--- src/rtl/uart_rx_byte.sv ---
// 8N1 UART receiver: 2-flop synchronizer, mid-bit sampling, LSB-first byte assembly.
// Latency: rx_vld rises ~953 clocks after the start-bit falling edge at 100 MHz / 1 Mbaud.
// Backpressure: one-byte valid/ready holding register; a byte completed while full is dropped with rx_ovr.
module uart_rx_byte #(
  parameter int CLK_FREQ     = 100000000,
  parameter int BAUD         = 1000000,
  parameter int CLKS_PER_BIT = CLK_FREQ / BAUD
) (
  input  logic       clk,
  input  logic       rst_n,
  input  logic       rx,
  input  logic       rx_rdy,
  output logic [7:0] rx_data,
  output logic       rx_vld,
  output logic       rx_ferr,
  output logic       rx_ovr,
  output logic       rx_busy
);

  // Bit-timer width; guard the degenerate single-clock case so the vector is never zero wide.
  localparam int CW = (CLKS_PER_BIT > 1) ? $clog2(CLKS_PER_BIT) : 1;

  // Terminal counts: half a bit lands the start-bit check in its centre, a full bit
  // then steps from centre to centre of every following bit.
  localparam logic [CW-1:0] CNT_HALF = CW'(CLKS_PER_BIT / 2 - 1);
  localparam logic [CW-1:0] CNT_FULL = CW'(CLKS_PER_BIT - 1);

  typedef enum logic [2:0] {
    IDLE  = 3'd0,
    START = 3'd1,
    DATA  = 3'd2,
    STOP  = 3'd3,
    BREAK = 3'd4
  } state_t;

  state_t state, state_nxt;

  logic [1:0]    sync_q;
  logic          rx_s;

  logic [CW-1:0] cnt, cnt_nxt;
  logic [2:0]    bidx, bidx_nxt;
  logic [7:0]    shreg, shreg_nxt;

  logic [7:0]    data_q, data_nxt;
  logic          vld_q, vld_nxt;
  logic          ferr_q, ferr_nxt;
  logic          ovr_q, ovr_nxt;

  // Two-flop synchronizer for the asynchronous line; preset high so reset release
  // never looks like a falling start edge.
  always_ff @(posedge clk or negedge rst_n) begin
    if (!rst_n) begin
      sync_q <= 2'b11;
    end else begin
      sync_q <= {sync_q[0], rx};
    end
  end

  assign rx_s = sync_q[1];

  // State, timer, shifter and holding register; reset drops any frame in flight silently.
  always_ff @(posedge clk or negedge rst_n) begin
    if (!rst_n) begin
      state  <= IDLE;
      cnt    <= '0;
      bidx   <= '0;
      shreg  <= '0;
      data_q <= '0;
      vld_q  <= 1'b0;
      ferr_q <= 1'b0;
      ovr_q  <= 1'b0;
    end else begin
      state  <= state_nxt;
      cnt    <= cnt_nxt;
      bidx   <= bidx_nxt;
      shreg  <= shreg_nxt;
      data_q <= data_nxt;
      vld_q  <= vld_nxt;
      ferr_q <= ferr_nxt;
      ovr_q  <= ovr_nxt;
    end
  end

  // Frame sequencing, sampling decisions and consumer handshake.
  always_comb begin
    state_nxt = state;
    cnt_nxt   = cnt;
    bidx_nxt  = bidx;
    shreg_nxt = shreg;
    data_nxt  = data_q;
    // A held byte is released when the consumer takes it; a load below may re-set it.
    vld_nxt   = vld_q & ~rx_rdy;
    ferr_nxt  = 1'b0;
    ovr_nxt   = 1'b0;

    case (state)
      IDLE: begin
        cnt_nxt = '0;
        if (!rx_s) begin
          state_nxt = START;
        end
      end

      START: begin
        if (cnt == CNT_HALF) begin
          cnt_nxt = '0;
          if (!rx_s) begin
            // Still low at mid start bit: a real frame.
            state_nxt = DATA;
            bidx_nxt  = '0;
          end else begin
            // Line went back high: treat as noise, no error reported.
            state_nxt = IDLE;
          end
        end else begin
          cnt_nxt = cnt + 1'b1;
        end
      end

      DATA: begin
        if (cnt == CNT_FULL) begin
          cnt_nxt   = '0;
          // LSB first: after eight shifts the first data bit sits in bit 0.
          shreg_nxt = {rx_s, shreg[7:1]};
          bidx_nxt  = bidx + 1'b1;
          if (bidx == 3'd7) begin
            state_nxt = STOP;
          end
        end else begin
          cnt_nxt = cnt + 1'b1;
        end
      end

      STOP: begin
        if (cnt == CNT_FULL) begin
          cnt_nxt = '0;
          if (rx_s) begin
            // Good frame. Return to IDLE straight from mid stop bit so a start bit
            // following immediately is still caught.
            state_nxt = IDLE;
            if (!vld_q || rx_rdy) begin
              data_nxt = shreg;
              vld_nxt  = 1'b1;
            end else begin
              ovr_nxt = 1'b1;
            end
          end else begin
            // Stop bit low: drop the byte, then sit in BREAK so a long low
            // line yields only this one error.
            ferr_nxt  = 1'b1;
            state_nxt = BREAK;
          end
        end else begin
          cnt_nxt = cnt + 1'b1;
        end
      end

      BREAK: begin
        cnt_nxt = '0;
        if (rx_s) begin
          state_nxt = IDLE;
        end
      end

      default: begin
        state_nxt = IDLE;
        cnt_nxt   = '0;
      end
    endcase
  end

  assign rx_data = data_q;
  assign rx_vld  = vld_q;
  assign rx_ferr = ferr_q;
  assign rx_ovr  = ovr_q;
  assign rx_busy = (state != IDLE);

endmodule

--- config.mk ---
export PLATFORM = sky130hd
export DESIGN_NAME = uart_rx_byte
export DESIGN_NICKNAME = d
export VERILOG_FILES = /design/src/rtl/uart_rx_byte.sv
export SDC_FILE = /design/constraint.sdc
export NUM_CORES = 1
export LEC_CHECK = 0
export ABC_CLOCK_PERIOD_IN_PS = 2600
export BUFFER_PORTS_ARGS = -buffer_cell sky130_fd_sc_hd__buf_2
export CAP_MARGIN = 20
export CORE_UTILIZATION = 30
export CTS_BUF_LIST = sky130_fd_sc_hd__clkbuf_16
export CTS_CLUSTER_SIZE = 30
export DETAILED_ROUTE_END_ITERATION = 7
export SYNTH_ARGS = -nofsm -noshare
export SYNTH_HDL_FRONTEND = slang
export SYNTH_SLANG_ARGS = --single-unit
--- constraint.sdc ---
create_clock -name clk -period 2.6 [get_ports clk]
set_clock_uncertainty 0.2 [all_clocks]
set_input_delay 0.39 -clock clk [delete_from_list [all_inputs] [get_ports clk]]
set_output_delay 0.39 -clock clk [all_outputs]
set_load 0.01 [all_outputs]
### Word-level counts from Yosys, hierarchy flattened

Cells that the tools add are included.
Widths: inputs -> output; s select.

* equal/unequal tests: 14
* reductions and logical operators: 10
* add/subtract/negate cells: 2
* bitwise logic cells: 2
* muxes and demuxes: 27

Operator list (count)
* $mux 3: 10
* $pmux 3 s5: 1
* $mux 7: 2
* $ne 2x2->1 const B: 7
* $pmux 7 s2: 1
* $mux 1: 11
* $reduce_and 4->1: 2
* $add 7x1->7 const B: 1
* $eq 7x6->1 const B: 1
* $eq 7x7->1 const B: 1
* $eq 3x2->1 const B: 2
* $eq 3x3->1 const B: 2
* $pmux 3 s2: 1
* $reduce_and 6->1: 1
* $add 3x1->3 const B: 1
* $eq 3x1->1 const B: 1
* $logic_not 3->1: 1
* $reduce_bool 3->1: 1
* $mux 2: 1
* $reduce_and 2->1: 1
* $reduce_bool 2->1: 1
* $reduce_or 2->1: 1
* $and 1x1->1: 1
* $logic_not 1->1: 1
* other kinds (2): 2

* register bits after elaboration: 34
* logic and storage cells: 64
* output and inout port bits: 12
* input port bits: 4

### Longest topological paths before layout

Gate-level depths: netlist of the first run.

* depth in word-level cells: 6
* depth in mapped cells: 6
* gate-level depth less buffers: 6

### Worst setup path before layout of the first run

Ideal clock, no wire load.

* path kind: reg-to-reg
* start point: reg cnt[0]
* end point: reg data_q[0], in the netlist rx_data[0]
* library setup time: 125 ps
* period minus slack after synthesis: 2058 ps
* stages on the path, launching flop included: 6
* path buffers: 0
* required time: 2275 ps
* setup slack: 542 ps
* arrival: 1733 ps
* path through: dfrtp_1 ha_1 and4b_2 nand2_2 nor4b_4 mux2_2

* longest elaborated chain between the ends: 2

RTL lines
* start, declared: RTL line 41 `logic [CW-1:0] cnt, cnt_nxt;`
* start signal, assigned: RTL line 75 `cnt <= cnt_nxt;`
* $eq 7x7->1: RTL line 136 `if (cnt == CNT_FULL) begin`
* $reduce_and 4->1 (no source line)
* end signal, assigned: RTL line 78 `data_q <= data_nxt;`
* end, declared: RTL line 45 `logic [7:0] data_q, data_nxt;`

No other way between the ends.
A chain may end at the register's enable or synchronous reset.

### Final worst setup path of the first run

Same ends and word-level chain as after synthesis.

==> results of run 1 <==
[worst max-delay path, stage by stage, from the launching register on]
cell	delay [ns]
dfrtp_1	0.38
ha_1	0.21
and4b_2	0.30
nand2_2	0.13
nor4b_4	0.55
mux2_2	0.40
[synth_stat cells]
cell,count
a22oi_1,2
nand4_1,1
nor3_1,1
dfrtp_1,32
a2bb2oi_1,2
nor2_1,15
nand2b_1,1
nand2_2,1
and4b_2,1
xnor2_1,3
nand3_1,4
mux2i_1,1
inv_1,4
and4b_1,1
nor3b_4,1
a21oi_1,1
nor4b_4,1
nor2b_1,1
and3_1,3
buf_2,1
xor2_1,2
a21o_1,2
buf_4,1
or3_1,1
dfstp_2,2
nand2_1,2
o32ai_1,1
a211oi_1,2
o2bb2ai_1,3
a31oi_1,1
ha_1,4
mux2_2,16
[per-stage QoR]
| stage | hold WS, ns | util | std cells | power (mW) |
|---|---|---|---|---|
| after floorplan | -0.106 | - | 114 | 0.544 |
| after global placement | 0.148 | 0.344 | 194 | 0.557 |
| after detailed placement | 0.150 | 0.344 | 194 | 0.557 |
| after CTS | 0.00477 | 0.373 | 202 | 1.11 |
| after global routing | 0.00902 | 0.373 | 202 | 1.13 |
| final | -0.0274 | 0.373 | 202 | 1.09 |
[worst min path at each step]
| stage | from | end | slack (ns) | depth (start not counted) |
|---|---|---|---|---|
| after detailed placement | sync_q[0] | sync_q[1] | 0.15 | 0 |
| after global routing | rx | sync_q[0] | 0.009 | 1 |
| after floorplan | rst_n | bidx[0] | -0.11 | 0 |
| after global placement | sync_q[0] | sync_q[1] | 0.15 | 0 |
| final | rst_n | cnt[3] | -0.03 | 1 |
| after CTS | rst_n | cnt[3] | 0.005 | 1 |
[power by group]
| part | total, mW | internal (mW) | leakage (nW) | switching, mW |
|---|---|---|---|---|
| clock | 0.547 | 0.345 | 0.0724 | 0.202 |
| combinational | 0.0127 | 0.00230 | 0.359 | 0.0104 |
| sequential | 0.534 | 0.533 | 0.453 | 0.00165 |
| total | 1.09 | 0.880 | 0.885 | 0.214 |
[logic make-up after synthesis]
group           share of synthesized area
xor+xnor                           0.0297
simple gates                        0.137
compound gates                     0.0737
mux                                 0.129
flops                               0.578
buf+inv                            0.0186
fa+ha+maj                          0.0339
[per-layer routing]
metal | vias up | part of all wire | GRT usage
met3 | 4 | 0.043 | 0.0361
met2 | 21 | 0.48 | 0.180
met4 | 0 | 0.026 | 0.0871
li1 | 443 | - | -
met5 | - | 0 | 0
met1 | 458 | 0.45 | 0.135
[registers in the layout (all words and copies together) (netlist names)]
name	cells
bidx	3
cnt	7
rx_vld	1
rx_data	8
state	3
sync_q	2
rx_ferr	1
shreg	8
rx_ovr	1
[area by class of cell]
| cell class | instances | area, µm² | area share |
|---|---|---|---|
| Sequential cell | 34 | 853 | 0.485 |
| Timing Repair Buffer | 15 | 75.1 | 0.0426 |
| Tap cell | 67 | 83.8 | 0.0476 |
| Clock buffer | 5 | 125 | 0.0711 |
| Inverter | 4 | 15.0 | 0.00853 |
| Clock inverter | 3 | 12.5 | 0.00711 |
| Multi-Input combinational cell | 74 | 596 | 0.338 |
==> impl_metrics.yaml, run 1 <==
clock_network:
  root_buffer: "clkbuf_16"
  clkTransAtPathRegs_ns: 0.05
  cts.sinks: 34
  postCtsHoldBufs: 0
  cts_buffers: 5
  tritoncts: "built"
  insertion_delay_ns: 0.27
  cts_resized: 0
  htreeDepth: 2
  postCtsSetupRepairBufs: 0
  clock_path_buffers: 2
timing:
  tightestPinTransition_ns: 0.730
  fin_setup_tns_ns: 0
  drv_slew: 0
  fmax_mhz: 436
  hold_violations: 32
  rsz0062_at_grt: "false"
  setup_viol_count_final: 0
  maxSlewHeadroom: 0.513
  whs_ns: -0.0274
  fin_crit_ns: 2.30
  final.period_utilization: 0.883
  postLayoutSetupSlackWorst_ns: 0.305
critical_path:
  required_ns: 2.55
  timing.rr.end: "rx_data[0]"
  r2r-start: "cnt[0]"
  worstPathMaxFanout: 8
  cp-end-kind: "register"
  reg2regPathDepth: 5
  crit_type: "register to register"
  start_kind: "register"
  endpoint: "rx_data[0]"
  rrSetupSlack_ns: 0.30
  startpoint: "cnt[0]"
  critPathArrivalTime_ns: 2.25
place:
  place.gp.congestion: 0.720
  portBuffers: 15
  placed_area_mm2: 0.00162
  hpwl_um: 1830
  post-place-ws_ns: 0.290
global_routing:
  grt_overflow_total: 0
  gr-usage-all-layers: 0.116
  grt_pass1_wl_um: 4400
  grt_max_degree: 35
  grt_antenna_before_repair: 0
  grt_pass1_vias: 953
synth:
  synthTopCellsByArea: "dfrtp_1, mux2_2, nor2_1"
  synth_top_area_cell: "dfrtp_1"
  avgSynthCellArea_um2: 13.0
  yosysUniqueCellTypes: 32
  synth_nets: 122
  synth_cells: 114
  yosysSeqAreaShare: 0.578
  ys_warn_count: 0
  synth-seq-cells: 34
  synth_area_mm2: 0.00148
  netlist.area_leader.share: 0.542
job:
  maxCapViolCount: 0
routing:
  initialDrtViolationCount: 46
  drt_pass1_iterations: 4
  wl_um: 2610
  wl_per_cell_um: 12.9
  antenna_left: 0
  via_count: 926
  viasPerCell: 4.58
  drc: 0
layout:
  layout_commonest_cell: "dfrtp_1"
  n_fill_cell: 483
  drive_gt1_frac: 0.319
  mostFrequentLayoutCells: "dfrtp_1, mux2_2, nor2_1, buf_2"
  area_growth_pct: 19.2
  diodes: 0
  nNetsFinal: 142
  fin_area_mm2: 0.00176
power:
  powerDensity_mw_per_mm2: 622
  ir_worst_vdd_v: 0.000235
  p_leak_nw: 0.885
floorplanning:
  die_area_mm2: 0.00521
  fp-row-count: 25
  core_mm2: 0.00472
  start_util: 0.313
  fp.dieH_um: 72.2
  die_w_um: 72.2
  io_pins: 16
hold_path:
  hold_path_class: "input port to async pin"
outcome:
  failed_checks: "negative hold slack"
  outcome: "finished with violations"
Note: power is estimated with default switching activity, not from simulation.
==> run 2: changes to the inputs <==
--- a/config.mk
+++ b/config.mk
@@ -8,6 +8,7 @@
 export ABC_CLOCK_PERIOD_IN_PS = 2600
 export BUFFER_PORTS_ARGS = -buffer_cell sky130_fd_sc_hd__buf_2
 export CAP_MARGIN = 20
+export CORE_MARGIN = 3
 export CORE_UTILIZATION = 30
 export CTS_BUF_LIST = sky130_fd_sc_hd__clkbuf_16
 export CTS_CLUSTER_SIZE = 30
==> impl_metrics.yaml, run 2 (synthesized netlist as in run 1, its figures left out) <==
layout:
  nNetsFinal: 142
  layout_commonest_cell: "dfrtp_1"
  regArea_um2: 853
  multi_input_area_um2: 596
  mostFrequentLayoutCells: "dfrtp_1, mux2_2, nor2_1, buf_2, clkbuf_16"
  area_growth_pct: 20.5
  fin_area_mm2: 0.00178
  drive_gt1_frac: 0.321
  n_fill_cell: 443
  diodes: 0
routing:
  viasPerCell: 4.72
  via_count: 940
  initialDrtViolationCount: 86
  drc: 0
  drt_pass1_iterations: 4
  wl_um: 2500
  antenna_left: 0
  wl_per_cell_um: 12.5
critical_path:
  r2r-start: "cnt[0]"
  timing.rr.end: "rx_data[2]"
  crit_slowest_cell: "nor4b_4"
  cp-end-kind: "register"
  worstPathMaxFanout: 8
  cp_slowest_stage_delay_ns: 0.54
  startpoint: "cnt[0]"
  path_cells: "ha_1 > and4b_2 > nand2_2 > nor4b_4 > mux2_2"
  rrSetupSlack_ns: 0.34
  critical_path_cell_count: 5
  path_delay_family: "simple AND/OR/NAND/NOR gates"
  required_ns: 2.56
  endpoint: "rx_data[2]"
  critPathBufInv: 0
  critPathArrivalTime_ns: 2.22
  crit_type: "register to register"
  start_kind: "register"
  reg2regPathDepth: 5
timing:
  tightestPinTransition_ns: 0.723
  final.period_utilization: 0.868
  hold_violations: 32
  maxSlewHeadroom: 0.518
  setup_viol_count_final: 0
  fin_setup_tns_ns: 0
  rsz0062_at_grt: "false"
  fin_crit_ns: 2.26
  fmax_mhz: 443
  whs_ns: -0.0309
  drv_slew: 0
floorplanning:
  start_util: 0.323
  fp.dieH_um: 76.2
  die_area_mm2: 0.00580
  core_mm2: 0.00456
  fp-row-count: 24
  die_w_um: 76.2
  io_pins: 16
power:
  powerDensity_mw_per_mm2: 664
  ir_worst_vdd_v: 0.000244
  p_leak_nw: 0.890
global_routing:
  grt_antenna_before_repair: 0
  grt_max_degree: 35
  grt_pass1_wl_um: 4400
  grt_pass1_vias: 915
  grt_overflow_total: 0
  gr-usage-all-layers: 0.0990
place:
  portBuffers: 15
  hpwl_um: 1740
  placed_area_mm2: 0.00162
  place.gp.congestion: 0.746
clock_network:
  cts_buffers: 5
  clock_path_buffers: 2
  cts.sinks: 34
  htreeDepth: 2
  clkTransAtPathRegs_ns: 0.05
  cts_resized: 0
  insertion_delay_ns: 0.28
  postCtsHoldBufs: 0
  root_buffer: "clkbuf_16"
  tritoncts: "built"
  postCtsSetupRepairBufs: 0
hold_path:
  hold_path_class: "input port to async pin"
outcome:
  outcome: "finished with violations"
  failed_checks: "negative hold slack"
job:
  maxCapViolCount: 0
## run 2: cell count changes in the layout (fill, tap and decap cells not counted)
cell       previous run  this run
clkinv_2              1         0
inv_1                 5         4
bufinv_16             0         1
## run 2: routing by layer
| metal | vias to the layer above | global-route usage | part of all wire |
|---|---|---|---|
| met5 | - | 0 | 0 |
| met4 | 0 | 0.0761 | 0.034 |
| met3 | 6 | 0.0366 | 0.049 |
| met2 | 21 | 0.144 | 0.47 |
| met1 | 465 | 0.119 | 0.45 |
| li1 | 448 | - | - |
## run 2: cell type report
cell class | instances | share of cell area
Clock buffer | 5 | 0.0703
Clock inverter | 2 | 0.0190
Inverter | 4 | 0.00844
Multi-Input combinational cell | 74 | 0.335
Sequential cell | 34 | 0.480
Tap cell | 65 | 0.0457
Timing Repair Buffer | 15 | 0.0422
## run 2: worst min-delay path by stage
stage | cells after the start | slack, ns | from | endpoint
after global routing | 1 | 0.01 | rx | sync_q[0]
after CTS | 1 | 0.003 | rst_n | state[1]
after detailed placement | 0 | 0.15 | sync_q[0] | sync_q[1]
after floorplan | 0 | -0.11 | rst_n | bidx[0]
final | 1 | -0.03 | rst_n | cnt[3]
after global placement | 0 | 0.15 | sync_q[0] | sync_q[1]
## run 2: through the flow
stage	std cells	hold WS (ns)	setup WS [ns]	total power [mW]	utilization
after floorplan	114	-0.106	0.542	0.544	-
after global placement	192	0.146	0.372	0.557	0.355
after detailed placement	192	0.152	0.322	0.558	0.355
after CTS	199	0.00322	0.320	1.21	0.390
after global routing	199	0.0104	0.195	1.23	0.390
final	199	-0.0309	0.342	1.18	0.390
## run 2: report_power, final
group          internal [mW]  total, mW  switching [mW]
Combinational        0.00231     0.0127          0.0104
Sequential             0.533      0.535         0.00197
Clock                  0.441      0.633           0.192
## run 2: worst reg2reg max path, delay by kind of cell, from the launching register on
family | cells | cell delay [ns]
DFF | 1 | 0.38
muxes | 1 | 0.40
adders and majority gates | 1 | 0.21
and+or+nand+nor | 3 | 0.96
